[config.mk]
export PLATFORM = sky130hd
export DESIGN_NAME = montre_de1_avm_read_ctl
export DESIGN_NICKNAME = d
export VERILOG_FILES = /design/src/rtl/montre_de1_sysid_pkg.sv /design/src/rtl/montre_de1_avm_read_ctl.sv
export SDC_FILE = /design/constraint.sdc
export NUM_CORES = 1
export LEC_CHECK = 0
export CAP_MARGIN = 0
export CORE_ASPECT_RATIO = 0.75
export CORE_MARGIN = 8
export CORE_UTILIZATION = 35
export DETAILED_ROUTE_END_ITERATION = 8
export PLACE_DENSITY = 0.74
export SYNTH_ARGS = -nofsm -noshare
export SYNTH_HDL_FRONTEND = slang
export SYNTH_SLANG_ARGS = --single-unit
[constraint.sdc]
create_clock -name clock -period 2.55 [get_ports clock]
set_clock_uncertainty 0.15 [all_clocks]
set_input_delay 0.51 -clock clock [delete_from_list [all_inputs] [get_ports clock]]
set_output_delay 0.51 -clock clock [all_outputs]
set_load 0.1 [all_outputs]
[src/rtl/montre_de1_sysid_pkg.sv]
// rtl/montre_de1_sysid_pkg.sv - shared types and constants for the system-ID checker
package montre_de1_sysid_pkg;

    localparam int          CNT_W      = 16;
    localparam logic [31:0] DEFAULT_ID = 32'd0;
    localparam logic [31:0] DEFAULT_TS = 32'd1684023273;

    typedef enum logic [2:0] {
        IDLE,
        ID_REQ,
        ID_WAIT,
        TS_REQ,
        TS_WAIT,
        DONE
    } state_t;

endpackage

[src/rtl/montre_de1_avm_read_ctl.sv]
// rtl/montre_de1_avm_read_ctl.sv - single Avalon-MM read handshake with per-transaction timeout
module montre_de1_avm_read_ctl
    import montre_de1_sysid_pkg::*;
#(
    parameter int TIMEOUT_CYCLES = 255
) (
    input  logic        clock,
    input  logic        reset_n,
    input  logic        req_phase,
    input  logic        wait_phase,
    input  logic        waitrequest,
    input  logic        readdatavalid,
    input  logic [31:0] readdata,
    input  logic [31:0] expected,
    output logic        read,
    output logic        accept,
    output logic        capture,
    output logic        match,
    output logic        expired
);

    localparam logic [CNT_W-1:0] LIMIT = CNT_W'(TIMEOUT_CYCLES);

    logic [CNT_W-1:0] count;
    logic [CNT_W-1:0] count_inc;

    assign read      = req_phase;
    assign accept    = req_phase & ~waitrequest;
    assign capture   = wait_phase & readdatavalid;
    assign match     = (readdata == expected);
    assign count_inc = count + CNT_W'(1);

    // A completing handshake wins over expiry in the same cycle.
    assign expired = (req_phase | wait_phase) & ~accept & ~capture & (count_inc == LIMIT);

    always_ff @(posedge clock) begin
        if (!reset_n) begin
            count <= '0;
        end else if (!(req_phase || wait_phase) || accept || capture || expired) begin
            count <= '0;
        end else begin
            count <= count_inc;
        end
    end

endmodule

**Word-level counts from Yosys, hierarchy flattened**

Cells that the tools add are included.

- Register bits: 16
- Bits of input ports: 70
- Output and inout bits: 5
- Word-level logic and storage cells: 20

- Add/subtract/negate cells: 1
- Equality and inequality tests: 2
- Bitwise operators: 10
- Reduce and logical (&&, ||, !) cells: 6

Operators by type and width:

| operator | number |
|---|---|
| 32-bit equality test | 1 |
| 16-bit by 1-bit adder with 16-bit output, second input constant | 1 |
| 16-bit by 8-bit equality test with 1-bit output, second input constant | 1 |
| 1-bit AND | 5 |
| 1-bit logical OR | 4 |
| 1-bit inverter | 4 |
| 2-bit OR reduction | 1 |
| 1-bit zero test | 1 |
| 1-bit bitwise OR | 1 |

**Depth between registers and ports, before layout**

- Word-level depth: 8
- Mapped depth: 7
- Gate-level depth less buffers: 7

**Worst setup path after synthesis**

OpenSTA, ideal clock, no wires.

- Path kind: register to output
- Start: reg count[0]
- End: out expired
- Arrival time: 2.649 ns
- Required time: 1.890 ns
- Path slack: -0.759 ns
- Stages on the path, launching flop included: 8
- Path buffers: 0
- Cells stage by stage: dfxtp_1 -> ha_1 -> nand3_2 -> nor2_4 -> and3_4 -> nand4_2 -> a2111oi_4 -> and2_1

- Longest elaborated chain between the ends: 3

Ends and longest elaborated chain:

| element | line | source |
|---|---|---|
| from (decl) | montre_de1_avm_read_ctl.sv:24 | `logic [CNT_W-1:0] count;` |
| from (signal assigned) | montre_de1_avm_read_ctl.sv:42 | `count <= count_inc;` |
| 16-bit by 1-bit adder with 16-bit output | montre_de1_avm_read_ctl.sv:31 | `assign count_inc = count + CNT_W'(1);` |
| 16-bit by 8-bit equality test with 1-bit output | montre_de1_avm_read_ctl.sv:34 | `assign expired = (req_phase \| wait_phase) & ~accept & ~capture & (count_inc == LIMIT);` |
| 1-bit AND | montre_de1_avm_read_ctl.sv:34 |  |
| to (decl) | montre_de1_avm_read_ctl.sv:19 | `output logic expired` |

No other way between the ends.

**Worst setup path after layout**

Same ends and word-level chain as after synthesis.

==> flow_metrics.env <==
export IMPL_hold_viol_final=0
export IMPL_syn_avg_cell_area_um2=8.40
export IMPL_slowest_stage="dfxtp_4"
export IMPL_clkLatencyLatePin_ns=0.25
export IMPL_max_stage_delay_ns=0.37
export IMPL_outcome="finished with violations"
export IMPL_hold_slack_ns=0.396
export IMPL_grt_usage=0.148
export IMPL_regArea_um2=337
export IMPL_finalCritPeriodShare=1.11
export IMPL_htree_levels=1
export IMPL_largest_register_ffs=16
export IMPL_rows=19
export IMPL_maxCapViolations=0
export IMPL_cts_tree="yes"
export IMPL_startpoint_type="flip-flop"
export IMPL_fin_nets=340
export IMPL_yosys_area_top_type="xor2_1"
export IMPL_ys_seq_elements=16
export IMPL_tightest_slew_ns=0.344
export IMPL_overflow=0
export IMPL_max_freq_mhz=352
export IMPL_cts_buffer_depth=2
export IMPL_drive_gt1_frac=0.273
export IMPL_die_area_mm2=0.00607
export IMPL_synth_cell_types=37
export IMPL_arrival_ns=2.18
export IMPL_ys_top_cells_by_area="xor2_1 (27%), dfxtp_1 (24%), nor4_1 (4.2%)"
export IMPL_io_pins=75
export IMPL_peakVddDrop_mv=0.171
export IMPL_setup_viol=2
export IMPL_crit_required_ns=1.89
export IMPL_synth_seq_area_share=0.240
export IMPL_ant_nets=0
export IMPL_slew_viol_final=0
export IMPL_synth_cells=159
export IMPL_clk_pin_slew_ns=0.07
export IMPL_rsz0062_at_grt="yes"
export IMPL_setup_slack_ns=-0.290
export IMPL_hp_class="flip-flop to flip-flop"
export IMPL_gp_congestion=0.771
export IMPL_wire_per_inst_um=15.0
export IMPL_antennaDiodeCount=0
export IMPL_relSlewSlack=0.770
export IMPL_final_area_mm2=0.00266
export IMPL_grt_max_degree=17
export IMPL_drt_pass1_iter_count=6
export IMPL_synth_top_area_share=0.269
export IMPL_core_mm2=0.00366
export IMPL_syn_nets=231
export IMPL_ctsHoldBuffers=0
export IMPL_finalCriticalPeriod_ns=2.84
export IMPL_die_w_um=87.3
export IMPL_cp_max_fo=4
export IMPL_endpoint_kind="primary output"
export IMPL_place_area_mm2=0.00239
export IMPL_viasPerCell=4.92
export IMPL_powerDensity_mw_per_mm2=255
export IMPL_syn_to_final_growth_pct=99.3
export IMPL_cts_buffers=3
export IMPL_dp_hpwl_mm=3.64
export IMPL_die_y_um=69.5
export IMPL_dpl_worst_slack_ns=-0.146
export IMPL_cts_root_buf="clkbuf_8"
export IMPL_multi_input_area_mm2=0.00109
export IMPL_grt_pass1_vias=1619
export IMPL_initial_core_util=0.365
export IMPL_vias=1569
export IMPL_ys_warnings_count=0
export IMPL_synth_area_mm2=0.00134
export IMPL_drc=0
export IMPL_nFillCells=278
export IMPL_drt_iter0_drc=76
export IMPL_p_leak_nw=1.31
export IMPL_wl_mm=4.79
export IMPL_grt_pass1_wl_mm=7.35
export IMPL_grt_antenna_before_repair=0
export IMPL_critPathKind="flip-flop to primary output"
export IMPL_largest_register="count"
export IMPL_top_regs="count x16"
export IMPL_crit_path_cell_trace="nand4_1, nor3_2, and3_1, o22ai_2, a2111oi_4, and2_4, buf_12"
export IMPL_cts_sinks=16
export IMPL_violations="setup timing"
export IMPL_port_buffers=74
-- placed cells by master, fill, tap and decap left out, types with 2 or more instances in the layout --
cell type / count
nor2_1: 11
nor2_2: 2
nand3_1: 3
dlymetal6s2s_1: 33
nand3_4: 2
clkbuf_8: 4
nor4_2: 3
o21ai_0: 2
xnor2_1: 6
dfxtp_1: 11
and3_1: 4
nand2b_1: 2
nor3_1: 11
dfxtp_4: 4
buf_12: 5
buf_4: 35
nand3_2: 2
dlygate4sd2_1: 19
nor2b_1: 2
nand4_1: 5
o22ai_2: 3
xor2_1: 41
nor4_1: 6
clkdlybuf4s50_1: 15
clkdlybuf4s15_1: 2
nand2_1: 9
nor2_4: 2
-- final timing paths --
path              slack [ns]        end  cells after the start  startpoint
setup / recovery       -0.29    expired                      7    count[0]
hold / removal          0.40  count[12]                      2   count[12]
setup reg to reg        0.21   count[0]                      9    count[0]
hold reg to reg         0.40  count[12]                      2   count[12]
-- stage by stage --
step                      TNS [ns]  power [mW]  instances  utilization
after floorplan             -0.354       0.325        159            -
after global placement      -0.237       0.465        310        0.654
after detailed placement    -0.262       0.468        310        0.654
after CTS                   -0.253       0.689        317        0.683
after global routing        -0.551       0.710        319        0.727
final                       -0.302       0.679        319        0.727
-- synth_stat cells (all sizes together) --
master and instances:
xor2 41, dfxtp 16, nor2 15, nor3 12, nand2 9, nor4 9
nand3 7, nand4 6, xnor2 6, and3 5, buf 4, nor2b 3
o21ai 3, o22ai 3, a2111oi 2, a21oi 2, and2 2, ha 2
nand2b 2, a211oi 1, clkbuf 1, inv 1, mux2i 1, nand4b 1
nor3b 1, o2111ai 1, o21bai 1, o311ai 1, or3 1
-- worst max-delay path: cells and delay by family, from the launching register on --
kind	cells	cell delay, ns
DFF	1	0.37
and+or+nand+nor	4	0.94
AOI/OAI and AO/OA	2	0.45
buffers and inverters	1	0.17
-- routing by layer --
| layer | vias to the layer above | share of wire | global-route usage |
|---|---|---|---|
| met5 | - | 0 | 0 |
| met4 | 0 | 0.014 | 0.0342 |
| met3 | 8 | 0.058 | 0.0438 |
| met2 | 46 | 0.50 | 0.254 |
| met1 | 733 | 0.43 | 0.174 |
| li1 | 782 | - | - |
-- power breakdown --
group          switching, mW  leakage (nW)  total (mW)  internal [mW]
combinational         0.0804          1.14       0.199          0.119
clock                 0.0910        0.0288       0.228          0.137
sequential           0.00296         0.133       0.252          0.249
total                  0.174          1.31       0.679          0.504
-- cell type report --
type                       count  area share
timing repair buffer         109       0.418
clock buffer                   4      0.0207
inverter                       1     0.00141
sequential                    16       0.126
tap                           52      0.0244
multi-input combinational    137       0.409
-- cells by family (layout without fill, tap and decap cells) --
family                     count (synthesis)  in the layout  synth area share
and+or+nand+nor                           73             73             0.317
buffers and inverters                      6            114            0.0244
xor gates and xnor gates                  47             47             0.308
muxes                                      1              1           0.00750
adders and majority gates                  2              2            0.0187
DFF                                       16             16             0.240
AOI/OAI and AO/OA                         14             14            0.0844
-- timing repair --
| item | in CTS | in global routing |
|---|---|---|
| setup endpoints to repair | 2 | 2 |
| cloned | 0 | 0 |
| pin swaps | 20 | 32 |
| buffers inserted | 3 | 2 |
| resized for setup | 37 | 48 |
No activity file was read; power rests on OpenSTA's default activity.
==> RTL change: new RTL, config.mk and constraints unchanged <==
Change the parameter `TIMEOUT_CYCLES` from 255 to 127.
--- a/src/rtl/montre_de1_avm_read_ctl.sv
+++ b/src/rtl/montre_de1_avm_read_ctl.sv
@@ -2,7 +2,7 @@
 module montre_de1_avm_read_ctl
     import montre_de1_sysid_pkg::*;
 #(
-    parameter int TIMEOUT_CYCLES = 255
+    parameter int TIMEOUT_CYCLES = 127
 ) (
     input  logic        clock,
     input  logic        reset_n,
Behaviour: no difference found for any inputs over 10 cycles, from zero or initial values; that may be too few to reach the edited logic, so the function may still have changed.
==> RTL change against the original RTL <==
- sequential cell count unchanged
- synthesized area increased by 5.8%
- power increased by 2.4%
- worst hold slack got worse by 0.0026 ns
- synthesized cell count increased by 3.8%
- count of clock-buffer cells in the layout unchanged
- highest routed layer unchanged
- the flow still finishes with violations (setup timing)
- routed wire length increased by 8.7%
- cell area increased by 5.8%
- worst setup slack improved by 0.14 ns
- largest power group unchanged
- via count increased by 4.3%
==> RTL change: results <==
[detailed_routing]
drt_first_iter_violations = 178
dr.pass1.iters = 4
post_drt_wl_per_cell_um = 15.88
avgViaCountPerCell = 4.991

[synth]
yosys-top-cells-count = "xor2_1 (36), nor2_1 (17), dfxtp_1 (16)"
postSynthNetCount = 237
ys_top_cells_by_area = "dfxtp_1 (23%), xor2_1 (22%), xnor2_1 (5.6%)"
ys_seq_area_share_pct = 22.67
synth.distinct_cells = 41
syn_area_per_cell_um2 = 8.561
muxShareOfSynthArea_pct = 0
synthAdderAreaFrac_pct = 1.771
synthXorXnorAreaFrac_pct = 29.05
synth_compound_area_share_pct = 13.46

[critical_path]
cp.arrival_ns = 2.04
worstPathMaxFanout = 3

[global_route]
grt_max_degree = 12
grt_first_pass_wirelength_um = 7555
first_global_vias = 1573

[finish]
instances_no_fill = 328
nets = 346

[cts]
ctsResizeCount = 45
cts_setup_buffers = 1

[timing]
setup_viol = 2
tightest_slew_ns = 0.4738
setup_slack_ns = -0.1500

[placed_design]
dpl.hpwl_um = 3940
routabilityCongestion = 0.8374

[status]
status = "complete, but fails checks"
violations = "setup timing"

[power_and_ir_drop]
irDropWorstVdd_mv = 0.1877
## RTL change: layout make-up
type / instances / area (um^2)
Inverter: 4 / 15.01
Tap cell: 55 / 68.82
Sequential cell: 16 / 340.3
Multi-Input combinational cell: 140 / 1227
Clock buffer: 4 / 55.05
Timing Repair Buffer: 109 / 1109
Fill cell: 275 / 1139
## RTL change: path summary, 6_finish.rpt
path | from | endpoint | slack (ns) | cells after the start
worst max-delay path | count[4]$_SDFF_PP0_ | expired | -0.15 | 7
worst min-delay path | count[12]$_SDFF_PP0_ | count[12]$_SDFF_PP0_ | 0.39 | 2
worst max register to register | count[4]$_SDFF_PP0_ | count[1]$_SDFF_PP0_ | 0.25 | 8
worst min register to register | count[12]$_SDFF_PP0_ | count[12]$_SDFF_PP0_ | 0.39 | 2
## RTL change: power breakdown
group | internal, uW | switching, uW | total, uW
logic | 125 | 88.8 | 214
clock network | 137 | 93.3 | 230
registers | 249 | 2.32 | 251
## RTL change: critical path, cell delays in order, from the launching register on
cell	delay (ns)
dfxtp_2	0.39
buf_4	0.15
and3_1	0.17
nand4b_1	0.10
and3_1	0.24
nor4_4	0.34
and3_4	0.24
buf_12	0.17
## RTL change: per-layer routing
layer	wire length (um)	track usage (%)	share of wire, %
met1	2275	19.39	44
met2	2672	24.45	51
met3	196	3.819	3.8
met4	64	2.941	1.2
met5	0	0	0
## RTL change: stage by stage
stage | total power [uW] | setup TNS, ns | utilization, % | instance area [um^2]
finish | 695.4 | -0.2858 | 71.20 | 2815
global route | 731.0 | -0.3517 | 71.20 | 2815
CTS | 700.7 | -0.09743 | 67.41 | 2665
detailed placement | 469.6 | -0.1542 | 63.04 | 2492
global placement | 466.3 | -0.1235 | 63.04 | 2492
floorplan | 325.4 | -0.2094 | - | 1419
